<file path="config.mk">
export PLATFORM = sky130hd
export DESIGN_NAME = seven_seg_scan_controller
export DESIGN_NICKNAME = d
export VERILOG_FILES = /design/src/rtl/seven_seg_scan_controller.sv
export SDC_FILE = /design/constraint.sdc
export NUM_CORES = 1
export LEC_CHECK = 0
export CORE_MARGIN = 2
export CORE_UTILIZATION = 48
export CTS_CLUSTER_SIZE = 10
export DETAILED_ROUTE_END_ITERATION = 8
export GPL_TIMING_DRIVEN = 0
export PLACE_DENSITY = 0.79
export SYNTH_ARGS = -nofsm -noshare
export SYNTH_HDL_FRONTEND = slang
export SYNTH_SLANG_ARGS = --single-unit
</file>
<file path="constraint.sdc">
create_clock -name clk -period 2.4 [get_ports clk]
set_clock_uncertainty 0.15 [all_clocks]
set_input_delay 0.48 -clock clk [delete_from_list [all_inputs] [get_ports clk]]
set_output_delay 0.48 -clock clk [all_outputs]
set_load 0.01 [all_outputs]
</file>
<file path="src/rtl/seven_seg_scan_controller.sv">
// seven_seg_scan_controller: time-multiplexed BCD display scanner with blanking, blink and leading-zero suppression
module seven_seg_scan_controller #(
  parameter int NUM_DIGITS   = 6,
  parameter int PRESCALE     = 1000,
  parameter int BLANK_CYCLES = 16,
  parameter int BLINK_FRAMES = 64
) (
  input  logic                    clk,
  input  logic                    reset,
  input  logic                    enable,
  input  logic [4*NUM_DIGITS-1:0] digits_in,
  input  logic [NUM_DIGITS-1:0]   blink_mask,
  input  logic                    lz_blank,
  output logic [3:0]              digit_bcd,
  output logic [NUM_DIGITS-1:0]   digit_sel,
  output logic                    seg_en,
  output logic                    frame_start
);
  localparam int IW = NUM_DIGITS > 1 ? $clog2(NUM_DIGITS) : 1;
  localparam int CW = $clog2(PRESCALE);
  localparam int FW = BLINK_FRAMES > 1 ? $clog2(BLINK_FRAMES) : 1;
  localparam logic [CW-1:0] BLANK_LAST = CW'(BLANK_CYCLES - 1);
  localparam logic [CW-1:0] SHOW_LAST  = CW'(PRESCALE - BLANK_CYCLES - 1);
  localparam logic [IW-1:0] LAST_IDX   = IW'(NUM_DIGITS - 1);
  localparam logic [FW-1:0] FRAME_LAST = FW'(BLINK_FRAMES - 1);

  typedef enum logic [1:0] {IDLE, BLANK, SHOW} state_t;

  state_t                  r_state, w_state;
  logic [IW-1:0]           r_idx, w_idx;
  logic [CW-1:0]           r_cnt, w_cnt;
  logic [FW-1:0]           r_frame, w_frame;
  logic                    r_phase, w_phase;
  logic [4*NUM_DIGITS-1:0] r_snap, w_snap;
  logic                    w_fs;
  logic [3:0]              w_nib;
  logic [NUM_DIGITS-1:0]   w_sel;
  logic                    w_sup;
  logic [3:0]              r_bcd;
  logic [NUM_DIGITS-1:0]   r_sel;
  logic                    r_seg_en, r_fs;

  // next-state: slot timing, digit advance, frame wrap with snapshot and blink bookkeeping
  always_comb begin
    w_state = r_state;
    w_idx   = r_idx;
    w_cnt   = r_cnt + 1'b1;
    w_frame = r_frame;
    w_phase = r_phase;
    w_snap  = r_snap;
    w_fs    = 1'b0;
    if (!enable) begin
      w_state = IDLE;
      w_idx   = '0;
      w_cnt   = '0;
      w_frame = '0;
      w_phase = 1'b0;
    end else if (r_state == IDLE) begin
      w_state = BLANK;
      w_idx   = '0;
      w_cnt   = '0;
      w_snap  = digits_in;
      w_fs    = 1'b1;
    end else if (r_state == BLANK && r_cnt == BLANK_LAST) begin
      w_state = SHOW;
      w_cnt   = '0;
    end else if (r_state == SHOW && r_cnt == SHOW_LAST) begin
      w_state = BLANK;
      w_cnt   = '0;
      w_idx   = r_idx + 1'b1;
      if (r_idx == LAST_IDX) begin
        w_idx   = '0;
        w_snap  = digits_in;
        w_fs    = 1'b1;
        w_frame = r_frame == FRAME_LAST ? '0 : r_frame + 1'b1;
        w_phase = r_phase ^ (r_frame == FRAME_LAST);
      end
    end
  end

  // select the upcoming digit's nibble and decide whether its segments must stay dark
  always_comb begin
    w_nib = '0;
    w_sel = '0;
    for (int i = 0; i < NUM_DIGITS; i++)
      if (w_idx == IW'(i)) begin
        w_nib    = w_snap[4*i +: 4];
        w_sel[i] = 1'b1;
      end
    w_sup = (w_phase && |(blink_mask & w_sel)) || (w_idx == LAST_IDX && lz_blank && w_nib == 4'd0) || w_nib > 4'd9;
  end

  // state and output registers; outputs reflect the state being entered so they align with it
  always_ff @(posedge clk) begin
    if (reset) begin
      r_state  <= IDLE;
      r_idx    <= '0;
      r_cnt    <= '0;
      r_frame  <= '0;
      r_phase  <= 1'b0;
      r_snap   <= '0;
      r_bcd    <= '0;
      r_sel    <= '0;
      r_seg_en <= 1'b0;
      r_fs     <= 1'b0;
    end else begin
      r_state  <= w_state;
      r_idx    <= w_idx;
      r_cnt    <= w_cnt;
      r_frame  <= w_frame;
      r_phase  <= w_phase;
      r_snap   <= w_snap;
      r_bcd    <= w_state == IDLE ? '0 : w_nib;
      r_sel    <= w_state == SHOW ? w_sel : '0;
      r_seg_en <= w_state == SHOW && !w_sup;
      r_fs     <= w_fs;
    end
  end

  assign digit_bcd   = r_bcd;
  assign digit_sel   = r_sel;
  assign seg_en      = r_seg_en;
  assign frame_start = r_fs;
endmodule

</file>
After elaboration in Yosys (flattened, before gate mapping)

Index checks and enable logic that the tools add are counted.

Bitwise gates (word level): 6
Reduce and logical (&&, ||, !) cells: 19
$add $sub $neg: 3
$lt $le $gt $ge: 1
Multiplexer cells: 36
Equal/unequal tests: 12

Operators by type and width:

| cell                    | number |
|---|---|
| $mux W24                | 5 |
| $mux W4                 | 6 |
| $mux W1                 | 15 |
| $mux W3                 | 5 |
| $add A10 B1 Y10 const B | 1 |
| $eq A10 B10 Y1 const B  | 1 |
| $eq A10 B4 Y1 const B   | 1 |
| $eq A3 B3 Y1 const B    | 3 |
| $mux W2                 | 4 |
| $add A6 B1 Y6 const B   | 1 |
| $and A6 B6 Y6           | 1 |
| $eq A3 B2 Y1 const B    | 2 |
| $eq A6 B6 Y1 const B    | 1 |
| $logic_and A1 B1 Y1     | 6 |
| $mux W6                 | 1 |
| $reduce_or A2 Y1        | 3 |
| $reduce_or A6 Y1        | 1 |
| $reduce_or A5 Y1        | 1 |
| $eq A2 B2 Y1 const B    | 2 |
| $gt A4 B4 Y1 const B    | 1 |
| $logic_not A2 Y1        | 2 |
| $logic_not A4 Y1        | 1 |
| $not A1 Y1              | 4 |
| $reduce_and A4 Y1       | 1 |
| other kinds (7)         | 8 |

Input bits: 34
Register bits after elaboration: 58
Output and inout port bits: 12
Logic and storage cells: 87

Depth between registers and ports, before layout

Gate-level depths: netlist (run 1).

Word-level depth: 19
Depth in mapped cells: 12
Gate-level depth less buffers: 9

Worst setup path before layout (run 1)

No wires, ideal clock.

Path kind: register -> register
From: register r_cnt[0]
To: register r_seg_en, in the netlist seg_en
Stages on the path, launching flop included: 12
Data required time: 2.131 ns
Path slack: -0.043 ns
Data arrival time: 2.174 ns
Library setup time: 0.119 ns
Period minus slack after synthesis: 2.443 ns
Buffers on the path: 2
Path through: dfxtp_1 > ha_1 > and4b_1 > buf_6 > and3_4 > buf_8 > xnor2_4 > nor2_2 > a32o_1 > a31oi_2 > and3b_1 > o221a_1

Longest elaborated chain between the ends: 19
Elaborated cells on any way between the ends: 50
Classes of those cells: order compare (1); eq/ne (8); mux (28); bitwise (1); reduce/logical (12)

Ends and longest elaborated chain:

| element                                                                 | RTL line | source |
|---|---|---|
| from (decl)                                                             | 31       | `logic [CW-1:0] r_cnt, w_cnt;` |
| from (signal assigned)                                                  | 109      | `r_cnt <= w_cnt;` |
| parallel branches: the longest is 18 deep, another holds $eq A10 B10 Y1 | --       |  |
| $logic_and A1 B1 Y1 *                                                   | 115      | `r_seg_en <= w_state == SHOW && !w_sup;` |
| to (signal assigned)                                                    | 115      |  |
| to (decl)                                                               | 41       | `logic r_seg_en, r_fs;` |

Mark *: on every way between the ends.
A chain may end at the register's enable or synchronous reset.

Worst setup path in the final report (run 1)

From: register r_cnt[1]
To: register r_seg_en, in the netlist seg_en

Same word-level chain as after synthesis.

==> run metrics, run 1 <==
failing checks=setup timing; Critical Path AT=2.61 ns; Syn Inst Count=between 300 and 400; CP max stage delay=0.35 ns; min Tclk post-route=~2.5 ns; outcome=complete, but fails checks; Core ar.=0.00557 mm^2; FF-to-FF End=seg_en$_SDFF_PP0_; # IOs=46; most frequent cells in the layout=dfxtp_1 (54), nor2_1 (52), clkdlybuf4s50_1 (43), nand2_1 (28), a21oi_1 (18); most area-consuming cells after synthesis=dfxtp_1 (42%), mux2i_1 (7.2%), nor2_1 (7.1%); Pins Over Slew Limit=0; Setup Crit Path Kind=register to register; CP Launch Type=register; Final #Nets=approximately 420; Die Area=roughly 0.0064 mm^2; Post-synth EDFFs=0; Netlist cell types=70; Die Span Y=between 80 and 90 um; Finished Layout Cells=~460; CTS Sinks=58; GR Util All Layers=0.246; Min-Delay Path Depth=2; most common cell after layout, fill and taps aside=dfxtp_1; Post-route DRC=0; master of the slowest instance on the critical path=dfxtp_2; DIE WIDTH=80.3 um; RSZ-0062 raised after global routing=yes; DP Wirelength=approximately 5 mm; clock latency at the later pin of the worst-skew pair=about 0.35 ns; Setup-failing EPs final=2; Synth top area share=0.416; Reg2Reg Depth=11; count of input and output buffers=44; Synth area leader=dfxtp_1; P&R area growth vs syn=39.9%; Synthesized Nets=350; register area share after synthesis=0.416; post-layout util=0.701; Root Buffer=clkbuf_8; Lkg Pwr=approximately 1.4 nW; number of global-route vias before repair=about 2.5k; reg2reg setup slack=-0.12 ns; DR WL/cell=approximately 17 um; CP cell instances=ha_4 > and4b_1 > buf_6 > and3_4 > buf_6 > a31oi_4 > o21a_4 > or2_4 > a31oi_4 > and3b_1 > o221a_1; Hold Crit Class=register to register; vias=2617; largest net degree at the start of global routing=11; Mapped Area=between 0.002 and 0.003 mm^2; antenna-violating nets left=0; Post-Route WL=approximately 7.7 mm; relative slew slack=0.585; aggregate global routing overflow=0; standard-cell rows=27; f_max=slightly below 400 MHz; hold buffers post-CTS=0; Synth Flop Type=dfxtp_1; register bit total from synthesis=58; initial antenna violation count=0; Final Cycle Share=1.05; initial drt markers=150; GP Congestion=0.936; Final WS setup=-0.124 ns; global-route wire length before repair=roughly 12 mm; max-cap viol count=0; PD cells=between 500 and 600 mW/mm^2; yosys warns=0; crit path max fanout=8; CP delay by family, top=simple AND/OR/NAND/NOR gates; share of cells above drive strength 1=0.242; Initial Util=0.501; WP data required=~2.5 ns; n_diodes=0; hold_sp=r_snap[7]$_SDFF_PP0_; clock tree buffer depth=2; Max VDD drop=a little under 0.4 mV; R2R Path Start=r_cnt[1]$_SDFF_PP0_; placed insts=430; crit path buf inv count=2; syn avg cell area=8.89 um^2; crit end category=register; Final Hold Vio Count=0; Hold EP=r_snap[7]$_SDFF_PP0_; via/cell ratio=~5.7; Num CTS Buffers=9; Clock transition at path regs=about 0.07 ns; H-tree depth=3; DRT Pass-1 Iters=4; CTS tree=built; Least-Margin Pin Slew=a little over 0.6 ns; fraction of registers with async set/reset=0
-- layout make-up --
cell class,count,area [um^2]
Multi-Input combinational cell,234,1760
Fill cell,436,1670
Sequential cell,58,1170
Timing Repair Buffer,56,531
Clock buffer,11,141
Buffer,14,119
Tap cell,72,90.1
Clock inverter,5,77.6
Inverter,6,22.5
-- synthesized netlist by cell type (3+ instances only) --
| master | count |
|---|---|
| a21oi_1 | 19 |
| a31oi_1 | 5 |
| and3_1 | 4 |
| buf_4 | 3 |
| clkbuf_1 | 6 |
| dfxtp_1 | 58 |
| inv_1 | 6 |
| mux2i_1 | 20 |
| nand2_1 | 28 |
| nand2b_1 | 3 |
| nand3_1 | 9 |
| nand4_1 | 3 |
| nor2_1 | 53 |
| nor2b_1 | 3 |
| nor3_1 | 4 |
| nor3b_1 | 3 |
| o21ai_0 | 7 |
| o21ai_1 | 3 |
| o22ai_1 | 5 |
| xnor2_1 | 7 |
| xor2_1 | 6 |
-- metal layers --
metal  routed length, um  vias up  track usage
li1                    -     1243            -
met1                3280     1223        0.316
met2                3690      132        0.383
met3                 548       19       0.0539
met4                 206        0        0.136
met5                   0        -            0
-- state kept, by name (all words and copies together) (netlist names), 2 cells and up --
register	count
r_cnt	10
r_frame	6
digit_sel	6
r_snap	24
r_state	2
r_idx	3
digit_bcd	4
-- worst register-to-register path: cells and delay by family, from the launching register on --
kind                     cells  cell delay [ns]
AO/OA/AOI/OAI                4             0.70
buffers and inverters        2             0.26
adder cells (fa/ha/maj)      1             0.13
flip-flops                   1             0.35
AND/OR/NAND/NOR              4             0.82
-- through the flow --
stage	setup WS, ns	setup TNS, ns	hold slack, ns	total power [mW]	area, um^2
2_1_floorplan	-0.00739	-0.00739	0.245	1.12	2800
3_3_place_gp	-0.834	-9.73	0.252	1.21	3330
3_5_place_dp	-0.835	-10.01	0.266	1.21	3330
4_1_cts	-0.109	-0.109	0.316	2.22	3690
5_1_grt	-0.218	-0.546	0.341	2.35	3910
6_report	-0.124	-0.167	0.315	2.27	3910
-- power by group --
group | switching, mW | internal [mW] | leakage (nW) | total, mW
Clock | 0.406 | 0.609 | 0.109 | 1.02
Sequential | 0.0152 | 0.991 | 0.474 | 1.01
Combinational | 0.111 | 0.133 | 0.822 | 0.244
-- how the worst max path moves through the flow --
| stage | from | endpoint | slack, ns | cells past startpoint |
|---|---|---|---|---|
| after CTS | r_cnt[0]$_SDFF_PP0_ | seg_en$_SDFF_PP0_ | -0.11 | 10 |
| after global routing | r_cnt[1]$_SDFF_PP0_ | seg_en$_SDFF_PP0_ | -0.22 | 10 |
| after floorplan | r_cnt[1]$_SDFF_PP0_ | seg_en$_SDFF_PP0_ | -0.007 | 11 |
| after global placement | enable | seg_en$_SDFF_PP0_ | -0.83 | 10 |
| final | r_cnt[1]$_SDFF_PP0_ | seg_en$_SDFF_PP0_ | -0.12 | 11 |
| after detailed placement | enable | seg_en$_SDFF_PP0_ | -0.84 | 10 |
-- logic make-up (layout without fill, tap and decap cells) --
group | Yosys count | after routing | share of synthesized area
mux | 21 | 21 | 0.0757
fa+ha+maj | 3 | 3 | 0.0130
simple gates | 135 | 135 | 0.251
compound gates | 61 | 61 | 0.145
flops | 58 | 58 | 0.416
buf+inv | 22 | 92 | 0.0480
xor+xnor | 14 | 14 | 0.0507
-- what timing repair did --
action                                  in CTS  in global routing
hold endpoints to repair                     0                  0
gates resized for setup                     26                 36
pin swaps                                    7                 14
endpoints found under the setup margin       7                 15
setup buffers                                7                  5
(Power assumes the default switching activity.)
==> inputs of run 2 (changes only) <==
- SLEW_MARGIN: unset -> 10
==> results of run 2 <==
Same layout as run 1: the final DEF is identical, and so are final timing and power.
==> inputs of run 3 (changes only) <==
- ABC_CLOCK_PERIOD_IN_PS: unset -> 2400
- CAP_MARGIN: unset -> 20
==> results of run 3 <==
Same layout as run 1: the final DEF is identical, and so are final timing and power.
